--- src/rtl/issue_ctrl_if.sv ---
// Decoder-side enqueue port and downstream issue port of the issue controller.
interface issue_ctrl_if #(
    parameter int ROB_W = 4
);
    logic             rdy;
    logic             flush;
    logic             dec_valid;
    logic [5:0]       dec_opcode;
    logic [6:0]       dec_ophead;
    logic [31:0]      dec_imm;
    logic [4:0]       dec_rs1;
    logic [4:0]       dec_rs2;
    logic [4:0]       dec_rd;
    logic             dec_ready;
    logic             rob_full;
    logic             rs_full;
    logic             lsb_full;
    logic [ROB_W-1:0] rob_tail;
    logic             rob_alloc;
    logic             rs_issue;
    logic             lsb_issue;
    logic [5:0]       iss_opcode;
    logic [31:0]      iss_imm;
    logic [4:0]       iss_rs1;
    logic [4:0]       iss_rs2;
    logic [4:0]       iss_rd;
    logic [ROB_W-1:0] iss_tag;
    logic             iss_wr;
    logic [15:0]      stall_cnt;

    modport master (
        output rdy, flush, dec_valid, dec_opcode, dec_ophead, dec_imm,
        output dec_rs1, dec_rs2, dec_rd, rob_full, rs_full, lsb_full, rob_tail,
        input  dec_ready, rob_alloc, rs_issue, lsb_issue, iss_opcode, iss_imm,
        input  iss_rs1, iss_rs2, iss_rd, iss_tag, iss_wr, stall_cnt
    );

    modport slave (
        input  rdy, flush, dec_valid, dec_opcode, dec_ophead, dec_imm,
        input  dec_rs1, dec_rs2, dec_rd, rob_full, rs_full, lsb_full, rob_tail,
        output dec_ready, rob_alloc, rs_issue, lsb_issue, iss_opcode, iss_imm,
        output iss_rs1, iss_rs2, iss_rd, iss_tag, iss_wr, stall_cnt
    );
endinterface

--- src/rtl/issue_ctrl.sv ---
// In-order issue queue between decoder and ROB/RS/LSB.
// Head entry is issued to RS or LSB with a ROB allocation in the same cycle.
module issue_ctrl #(
    parameter int ROB_W  = 4,
    parameter int QDEPTH = 2
) (
    input  logic         clk,
    input  logic         rst,
    issue_ctrl_if.slave  io
);
    localparam int PW = (QDEPTH > 1) ? $clog2(QDEPTH) : 1;
    localparam int CW = PW + 1;
    localparam logic [CW-1:0] FULL_CNT = CW'(QDEPTH);

    localparam logic [6:0] OP_LOAD   = 7'b0000011;
    localparam logic [6:0] OP_STORE  = 7'b0100011;
    localparam logic [6:0] OP_BRANCH = 7'b1100011;

    logic [5:0]  q_opcode [QDEPTH];
    logic [6:0]  q_ophead [QDEPTH];
    logic [31:0] q_imm    [QDEPTH];
    logic [4:0]  q_rs1    [QDEPTH];
    logic [4:0]  q_rs2    [QDEPTH];
    logic [4:0]  q_rd     [QDEPTH];

    logic [PW-1:0] hd;
    logic [PW-1:0] tl;
    logic [CW-1:0] count;
    logic [15:0]   stall_q;

    logic       not_empty;
    logic       live;
    logic [5:0] h_opcode;
    logic [6:0] h_ophead;
    logic       h_lsb;
    logic       h_illegal;
    logic       tgt_full;
    logic       issuable;
    logic       drop;
    logic       deq;
    logic       enq;
    logic       stall;

    assign not_empty = (count != '0) && !rst;
    assign live      = io.rdy && !io.flush && !rst;
    assign h_opcode  = not_empty ? q_opcode[hd] : 6'd0;
    assign h_ophead  = not_empty ? q_ophead[hd] : 7'd0;
    assign h_lsb     = (h_ophead == OP_LOAD) || (h_ophead == OP_STORE);
    assign h_illegal = (h_opcode == 6'd0);
    assign tgt_full  = h_lsb ? io.lsb_full : io.rs_full;

    assign issuable = not_empty && live && !h_illegal
                      && !io.rob_full && !tgt_full;
    // Illegal heads drain silently so they never wedge the queue.
    assign drop  = not_empty && live && h_illegal;
    assign deq   = issuable || drop;
    assign stall = not_empty && live && !h_illegal && !issuable;

    assign io.dec_ready = (count < FULL_CNT) && live;
    assign enq          = io.dec_valid && io.dec_ready;

    assign io.rob_alloc  = issuable;
    assign io.rs_issue   = issuable && !h_lsb;
    assign io.lsb_issue  = issuable && h_lsb;
    assign io.iss_opcode = h_opcode;
    assign io.iss_imm    = not_empty ? q_imm[hd] : 32'd0;
    assign io.iss_rs1    = not_empty ? q_rs1[hd] : 5'd0;
    assign io.iss_rs2    = not_empty ? q_rs2[hd] : 5'd0;
    assign io.iss_rd     = not_empty ? q_rd[hd]  : 5'd0;
    assign io.iss_tag    = issuable ? io.rob_tail : '0;
    assign io.iss_wr     = !((h_ophead == OP_BRANCH) || (h_ophead == OP_STORE)
                             || (io.iss_rd == 5'd0));
    assign io.stall_cnt  = stall_q;

    always_ff @(posedge clk) begin
        if (rst) begin
            hd      <= '0;
            tl      <= '0;
            count   <= '0;
            stall_q <= '0;
            for (int i = 0; i < QDEPTH; i++) begin
                q_opcode[i] <= '0;
                q_ophead[i] <= '0;
                q_imm[i]    <= '0;
                q_rs1[i]    <= '0;
                q_rs2[i]    <= '0;
                q_rd[i]     <= '0;
            end
        end else if (io.flush) begin
            hd    <= '0;
            tl    <= '0;
            count <= '0;
        end else if (io.rdy) begin
            if (enq) begin
                q_opcode[tl] <= io.dec_opcode;
                q_ophead[tl] <= io.dec_ophead;
                q_imm[tl]    <= io.dec_imm;
                q_rs1[tl]    <= io.dec_rs1;
                q_rs2[tl]    <= io.dec_rs2;
                q_rd[tl]     <= io.dec_rd;
                tl           <= tl + 1'b1;
            end
            if (deq)
                hd <= hd + 1'b1;
            if (enq && !deq)
                count <= count + 1'b1;
            else if (deq && !enq)
                count <= count - 1'b1;
            if (stall && stall_q != 16'hFFFF)
                stall_q <= stall_q + 16'd1;
        end
    end
endmodule

--- src/flat_wrapper.sv ---
// flat-port wrapper written by rule: the top's interface ports become plain ports
module issue_ctrl_flat 
#(
    parameter int ROB_W  = 4,
    parameter int QDEPTH = 2
)
  (clk, rst, io_rdy, io_flush, io_dec_valid, io_dec_opcode, io_dec_ophead, io_dec_imm, io_dec_rs1, io_dec_rs2, io_dec_rd, io_rob_full, io_rs_full, io_lsb_full, io_rob_tail, io_dec_ready, io_rob_alloc, io_rs_issue, io_lsb_issue, io_iss_opcode, io_iss_imm, io_iss_rs1, io_iss_rs2, io_iss_rd, io_iss_tag, io_iss_wr, io_stall_cnt);
  issue_ctrl_if #(.ROB_W(ROB_W)) io_i ();
  input  logic clk;
  input  logic rst;
  input wire logic [$bits(io_i.rdy)-1:0] io_rdy;
  input wire logic [$bits(io_i.flush)-1:0] io_flush;
  input wire logic [$bits(io_i.dec_valid)-1:0] io_dec_valid;
  input wire logic [$bits(io_i.dec_opcode)-1:0] io_dec_opcode;
  input wire logic [$bits(io_i.dec_ophead)-1:0] io_dec_ophead;
  input wire logic [$bits(io_i.dec_imm)-1:0] io_dec_imm;
  input wire logic [$bits(io_i.dec_rs1)-1:0] io_dec_rs1;
  input wire logic [$bits(io_i.dec_rs2)-1:0] io_dec_rs2;
  input wire logic [$bits(io_i.dec_rd)-1:0] io_dec_rd;
  input wire logic [$bits(io_i.rob_full)-1:0] io_rob_full;
  input wire logic [$bits(io_i.rs_full)-1:0] io_rs_full;
  input wire logic [$bits(io_i.lsb_full)-1:0] io_lsb_full;
  input wire logic [$bits(io_i.rob_tail)-1:0] io_rob_tail;
  output wire logic [$bits(io_i.dec_ready)-1:0] io_dec_ready;
  output wire logic [$bits(io_i.rob_alloc)-1:0] io_rob_alloc;
  output wire logic [$bits(io_i.rs_issue)-1:0] io_rs_issue;
  output wire logic [$bits(io_i.lsb_issue)-1:0] io_lsb_issue;
  output wire logic [$bits(io_i.iss_opcode)-1:0] io_iss_opcode;
  output wire logic [$bits(io_i.iss_imm)-1:0] io_iss_imm;
  output wire logic [$bits(io_i.iss_rs1)-1:0] io_iss_rs1;
  output wire logic [$bits(io_i.iss_rs2)-1:0] io_iss_rs2;
  output wire logic [$bits(io_i.iss_rd)-1:0] io_iss_rd;
  output wire logic [$bits(io_i.iss_tag)-1:0] io_iss_tag;
  output wire logic [$bits(io_i.iss_wr)-1:0] io_iss_wr;
  output wire logic [$bits(io_i.stall_cnt)-1:0] io_stall_cnt;
  assign io_i.rdy = io_rdy;
  assign io_i.flush = io_flush;
  assign io_i.dec_valid = io_dec_valid;
  assign io_i.dec_opcode = io_dec_opcode;
  assign io_i.dec_ophead = io_dec_ophead;
  assign io_i.dec_imm = io_dec_imm;
  assign io_i.dec_rs1 = io_dec_rs1;
  assign io_i.dec_rs2 = io_dec_rs2;
  assign io_i.dec_rd = io_dec_rd;
  assign io_i.rob_full = io_rob_full;
  assign io_i.rs_full = io_rs_full;
  assign io_i.lsb_full = io_lsb_full;
  assign io_i.rob_tail = io_rob_tail;
  assign io_dec_ready = io_i.dec_ready;
  assign io_rob_alloc = io_i.rob_alloc;
  assign io_rs_issue = io_i.rs_issue;
  assign io_lsb_issue = io_i.lsb_issue;
  assign io_iss_opcode = io_i.iss_opcode;
  assign io_iss_imm = io_i.iss_imm;
  assign io_iss_rs1 = io_i.iss_rs1;
  assign io_iss_rs2 = io_i.iss_rs2;
  assign io_iss_rd = io_i.iss_rd;
  assign io_iss_tag = io_i.iss_tag;
  assign io_iss_wr = io_i.iss_wr;
  assign io_stall_cnt = io_i.stall_cnt;
  issue_ctrl #(.ROB_W(ROB_W), .QDEPTH(QDEPTH)) u_core (.clk(clk), .rst(rst), .io(io_i));
endmodule
--- config.mk ---
export PLATFORM = sky130hd
export DESIGN_NAME = issue_ctrl_flat
export DESIGN_NICKNAME = d
export VERILOG_FILES = /design/src/rtl/issue_ctrl_if.sv /design/src/rtl/issue_ctrl.sv /design/src/flat_wrapper.sv
export SDC_FILE = /design/constraint.sdc
export NUM_CORES = 1
export LEC_CHECK = 0
export CAP_MARGIN = 20
export CORE_MARGIN = 1.5
export CORE_UTILIZATION = 57
export DETAILED_ROUTE_END_ITERATION = 10
export DONT_BUFFER_PORTS = 1
export MAX_ROUTING_LAYER = met4
export PLACE_DENSITY_LB_ADDON = 0.15
export SKIP_LAST_GASP = 1
export SLEW_MARGIN = 20
export SYNTH_ARGS = -nofsm -noshare
export SYNTH_HDL_FRONTEND = slang
export SYNTH_SLANG_ARGS = --single-unit
--- constraint.sdc ---
create_clock -name clk -period 5.7 [get_ports clk]
set_input_delay 0.285 -clock clk [delete_from_list [all_inputs] [get_ports clk]]
set_output_delay 0.285 -clock clk [all_outputs]
set_load 0.03 [all_outputs]
==> summary.log <==
[outcome] result of the run finished, final reports clean
[setup_path] R2R Path Start u_core.count[1]
[finish] final standard cell area without fillers 7220 um^2
[timing] slew at the pin with the worst max-slew slack 1.05 ns
[clocking] post-CTS setup buffer count 0
[setup_path] register-to-register setup slack 1.98 ns
[synthesis] number of nets produced by synthesis 610
[clocking] CTS Buffer Depth 2
[die] overall die width 110 um
[setup_path] worst-path maximum fanout 57
[power] Power per Cell Area 307 nW/um^2
[finish] count of placed standard cells in the final layout, fillers left out 685
[timing] highest achievable clock rate 0.240 GHz
[finish] count of nets after finishing 606
[finish] area growth from synthesis to final layout 10.8%
[synthesis] sequential fraction of the synthesis area 61.8%
[die] number of placed I/O pins 150
[finish] area used by multi-input combinational logic 2380 um^2
[die] full die area 12,100 um^2
[global_routing] vias in the first global route 3,759
[clocking] clock insertion delay at the later pin of the skew report 0.41 ns
[finish] number of fill cells in the layout 815
[power] Clk network pwr share 44.7%
[finish] sequential standard cell area 4030 um^2
[flow_run] number of maximum-capacitance constraint violations 0
[setup_path] CP delay by family, top simple AND/OR/NAND/NOR gates
[timing] remaining max-slew budget at the tightest pin 29.3%
[min_path] hold path depth 1
[setup_path] list of cells traversed by the critical path nor4bb_1, a22o_1, and2_1, a211oi_2, buf_4, nor3b_2, nor2b_1
[global_routing] maximum number of pins on one net before global-route repair 62
[placed_design] port buffer count 0
[clocking] cts bufs inserted 17
[min_path] hold path startpoint io_dec_rs2[3]
[timing] final number of max-transition violations 0
[power] worst vdd ir 0.000204 V
[die] starting utilization of the core area 59.3%
[setup_path] Worst R2R Path Depth 4
[detailed_routing] Routed met3 length 939 um
[timing] final total negative setup slack 0 ns
[synthesis] Unique masters post-synth 43
[synthesis] flip-flop and latch count after synthesis 141
[min_path] path class of the lowest-slack min-delay path in2reg
[detailed_routing] Pre-antenna DRT Iters 4
[synthesis] Avg Cell Area, Syn 12.2 um^2
[detailed_routing] 1st-iter DRT viols 248
[power] register share of total power 52.4%
[detailed_routing] post-detailed-route DRC marker count 0
[power] switching power 454 uW
[finish] Inserted Diodes 0
[setup_path] slowest cell delay on critical path 0.95 ns
[synthesis] cells after synthesis 536
[die] Core Box Area 11,000 um^2
[synthesis] total number of yosys warnings 0
[setup_path] nature of the critical path startpoint flip-flop
[timing] # setup viols final 0
[global_routing] GRT Resource Usage Total 22.1%
[detailed_routing] wire length on met2 6360 um
[clocking] TritonCTS clock tree yes
[setup_path] critical path data required time 5.41 ns
[placed_design] HPWL Detailed 8030 um
[setup_path] CP max-delay cell dfxtp_4
[detailed_routing] number of vias per cell 5.69
[setup_path] worst flop-to-flop path endpoint u_core.q_ophead[1][5]
[power] fraction of power consumed by combinational cells 2.8%
[timing] Fin Clk Skew 0.00773 ns
[detailed_routing] Post-DRT Antenna Nets 0
[synthesis] area of the mapped netlist 6520 um^2
[timing] final hold slack 0.0704 ns
[clocking] count of instances resized after the clock tree is built 0
[setup_path] capturing element type of the critical path output port
[global_routing] initial antenna violation count 0
[power] Static Leakage 2.47 nW
[finish] fraction of final layout cells with drive strength greater than 1 9.54%
[finish] final core utilization 65.7%
[clocking] count of clock tree sinks 141
[placed_design] final weighted congestion of routability-driven global placement 0.809
[setup_path] crit path DAT 3.88 ns
[power] switching share of power 20.5%
[detailed_routing] WL final 12,700 um
[timing] final critical delay including setup and external delays 4.17 ns
[timing] ratio of final minimum period to clock period 73.1%
[detailed_routing] top routing layer in use met4
[die] Die Y-Extent 110 um
[clocking] clock-pin slew on the worst setup and hold paths 0.06 ns
[min_path] Hold Path Sink u_core.q_rs2[1][3]
[setup_path] type of the worst setup path reg2out
[placed_design] cell count after placement 650
[placed_design] post-placement cell area 6640 um^2
[global_routing] total grt overflow 0
[power] Internal 1.76 mW
[die] placement row count 38
[clocking] CTS HTree Levels 4
[setup_path] number of buffer and inverter stages on the critical path 1
[timing] final hold viol count 0
[clocking] cell at the root of the clock tree clkbuf_16
[timing] unrepaired setup endpoints after global routing false
[detailed_routing] routed length per instance 18.6 um
[global_routing] first-pass GRT wire length 18,900 um
[detailed_routing] met1 routed wirelength after detailed routing 5320 um
[detailed_routing] total via count in the routed design 3,901
stage by stage:
stage	worst slack (ns)	power, mW
3_3_place_gp	1.99	1.24
4_1_cts	1.49	2.23
6_report	1.53	2.21
5_1_grt	1.18	2.28
3_5_place_dp	1.92	1.24
2_1_floorplan	1.05	1.23
worst max-delay path by stage:
stage	from	to	slack (ns)	depth (start not counted)
5_1_grt	flip-flop	io_rs_issue	1.18	7
4_1_cts	flip-flop	io_rs_issue	1.49	7
6_report	flip-flop	io_rs_issue	1.53	7
2_1_floorplan	io_flush	u_core.q_imm[0][0]	1.05	4
3_3_place_gp	flip-flop	io_rs_issue	1.99	7
3_5_place_dp	io_flush	u_core.q_opcode[1][5]	1.92	5
registers in the layout, summed over array words and instances, names as in the netlist, named ones only:
| register | flops |
|---|---|
| u_core.q_opcode | 12 |
| u_core.count | 2 |
| u_core.hd | 1 |
| u_core.tl | 1 |
| u_core.q_rd | 10 |
| u_core.q_rs1 | 10 |
| u_core.io.stall_cnt | 16 |
| u_core.q_ophead | 14 |
| u_core.q_rs2 | 10 |
| u_core.q_imm | 64 |
power by group through the flow:
stage	clock [mW]	combinational [mW]	sequential [mW]
2_1_floorplan	0	0.0464	1.18
3_3_place_gp	0	0.0581	1.18
3_5_place_dp	0	0.0599	1.18
4_1_cts	1.01	0.0629	1.16
5_1_grt	1.05	0.0689	1.16
6_report	0.991	0.0631	1.16
cell families (layout without fill, tap and decap cells):
group           Yosys count  after routing  synth area share, %
xor+xnor                  4              4                0.538
compound gates           34             34                 3.65
flops                   141            141                 61.8
fa+ha+maj                 2              2                0.384
mux                      60             60                 9.31
buf+inv                  35             44                 2.09
simple gates            260            260                 22.3
synth_stat cells:
| cell type | instances | area [um^2] |
|---|---|---|
| a211oi_1 | 2 | 15.0 |
| a21boi_0 | 2 | 15.0 |
| a21oi_1 | 11 | 55.1 |
| a22o_1 | 1 | 8.76 |
| and2_1 | 126 | 788 |
| and2b_1 | 2 | 15.0 |
| and3_1 | 2 | 12.5 |
| and4b_1 | 1 | 10.0 |
| buf_1 | 5 | 18.8 |
| buf_2 | 4 | 20.0 |
| clkbuf_1 | 23 | 86.3 |
| dfxtp_1 | 21 | 420 |
| edfxtp_1 | 120 | 3600 |
| ha_1 | 2 | 25.0 |
| inv_1 | 3 | 11.3 |
| mux2_2 | 5 | 56.3 |
| mux2i_1 | 55 | 551 |
| nand2_1 | 10 | 37.5 |
| nand2b_1 | 1 | 6.26 |
| nand2b_4 | 1 | 13.8 |
| nand3_1 | 7 | 35.0 |
| nand3b_1 | 3 | 22.5 |
| nand4_1 | 3 | 18.8 |
| nor2_1 | 70 | 263 |
| nor2b_1 | 6 | 37.5 |
| nor3_1 | 11 | 55.1 |
| nor3b_2 | 1 | 12.5 |
| nor4_1 | 1 | 6.26 |
| nor4_2 | 1 | 12.5 |
| nor4bb_1 | 1 | 10.0 |
| o21ai_0 | 5 | 25.0 |
| o21bai_4 | 1 | 18.8 |
| o311ai_0 | 4 | 35.0 |
| o31ai_1 | 4 | 30.0 |
| o41ai_1 | 4 | 35.0 |
| or2_1 | 1 | 6.26 |
| or2_2 | 3 | 18.8 |
| or3_1 | 3 | 18.8 |
| or4_1 | 4 | 30.0 |
| or4_4 | 1 | 11.3 |
| or4b_1 | 1 | 10.0 |
| xnor2_1 | 2 | 17.5 |
| xor2_1 | 2 | 17.5 |
routing by layer:
layer / vias to the layer above / track usage, %
met1: 1873 / 26.0
met3: 8 / 7.53
li1: 1891 / -
met5: - / -
met4: 0 / 7.14
met2: 129 / 35.7
layout make-up:
class	instances	share of cell area (%)
Clock buffer	18	5.94
Inverter	3	0.156
Clock inverter	14	1.44
Timing Repair Buffer	9	1.28
Multi-Input combinational cell	360	33.0
Sequential cell	141	55.8
Tap cell	140	2.43
cell usage in the layout, fill, tap and decap left out, types with 2 or more instances in the layout:
cell type	count
dlygate4sd3_1	2
mux2_2	5
or3_1	3
mux2i_1	55
or4_1	4
o21ai_0	4
clkbuf_16	17
o31ai_1	4
nand3_1	7
or2_2	3
dfxtp_1	20
buf_4	6
o311ai_0	4
nor3_1	11
edfxtp_1	120
and2_1	126
clkinv_2	4
xnor2_1	2
nor2b_1	6
a21oi_1	11
nor2_1	69
o41ai_1	4
xor2_1	2
clkinv_1	4
clkinvlp_4	4
inv_1	3
a21boi_0	2
nand2_1	10
and2b_1	2
ha_1	2
nand4_1	3
nand3b_1	3
timing repair:
item	CTS	global route
endpoints found under the hold margin	10	0
hold buffers	2	0
setup endpoints to repair	0	0
Power figures use the tool's default switching activity.
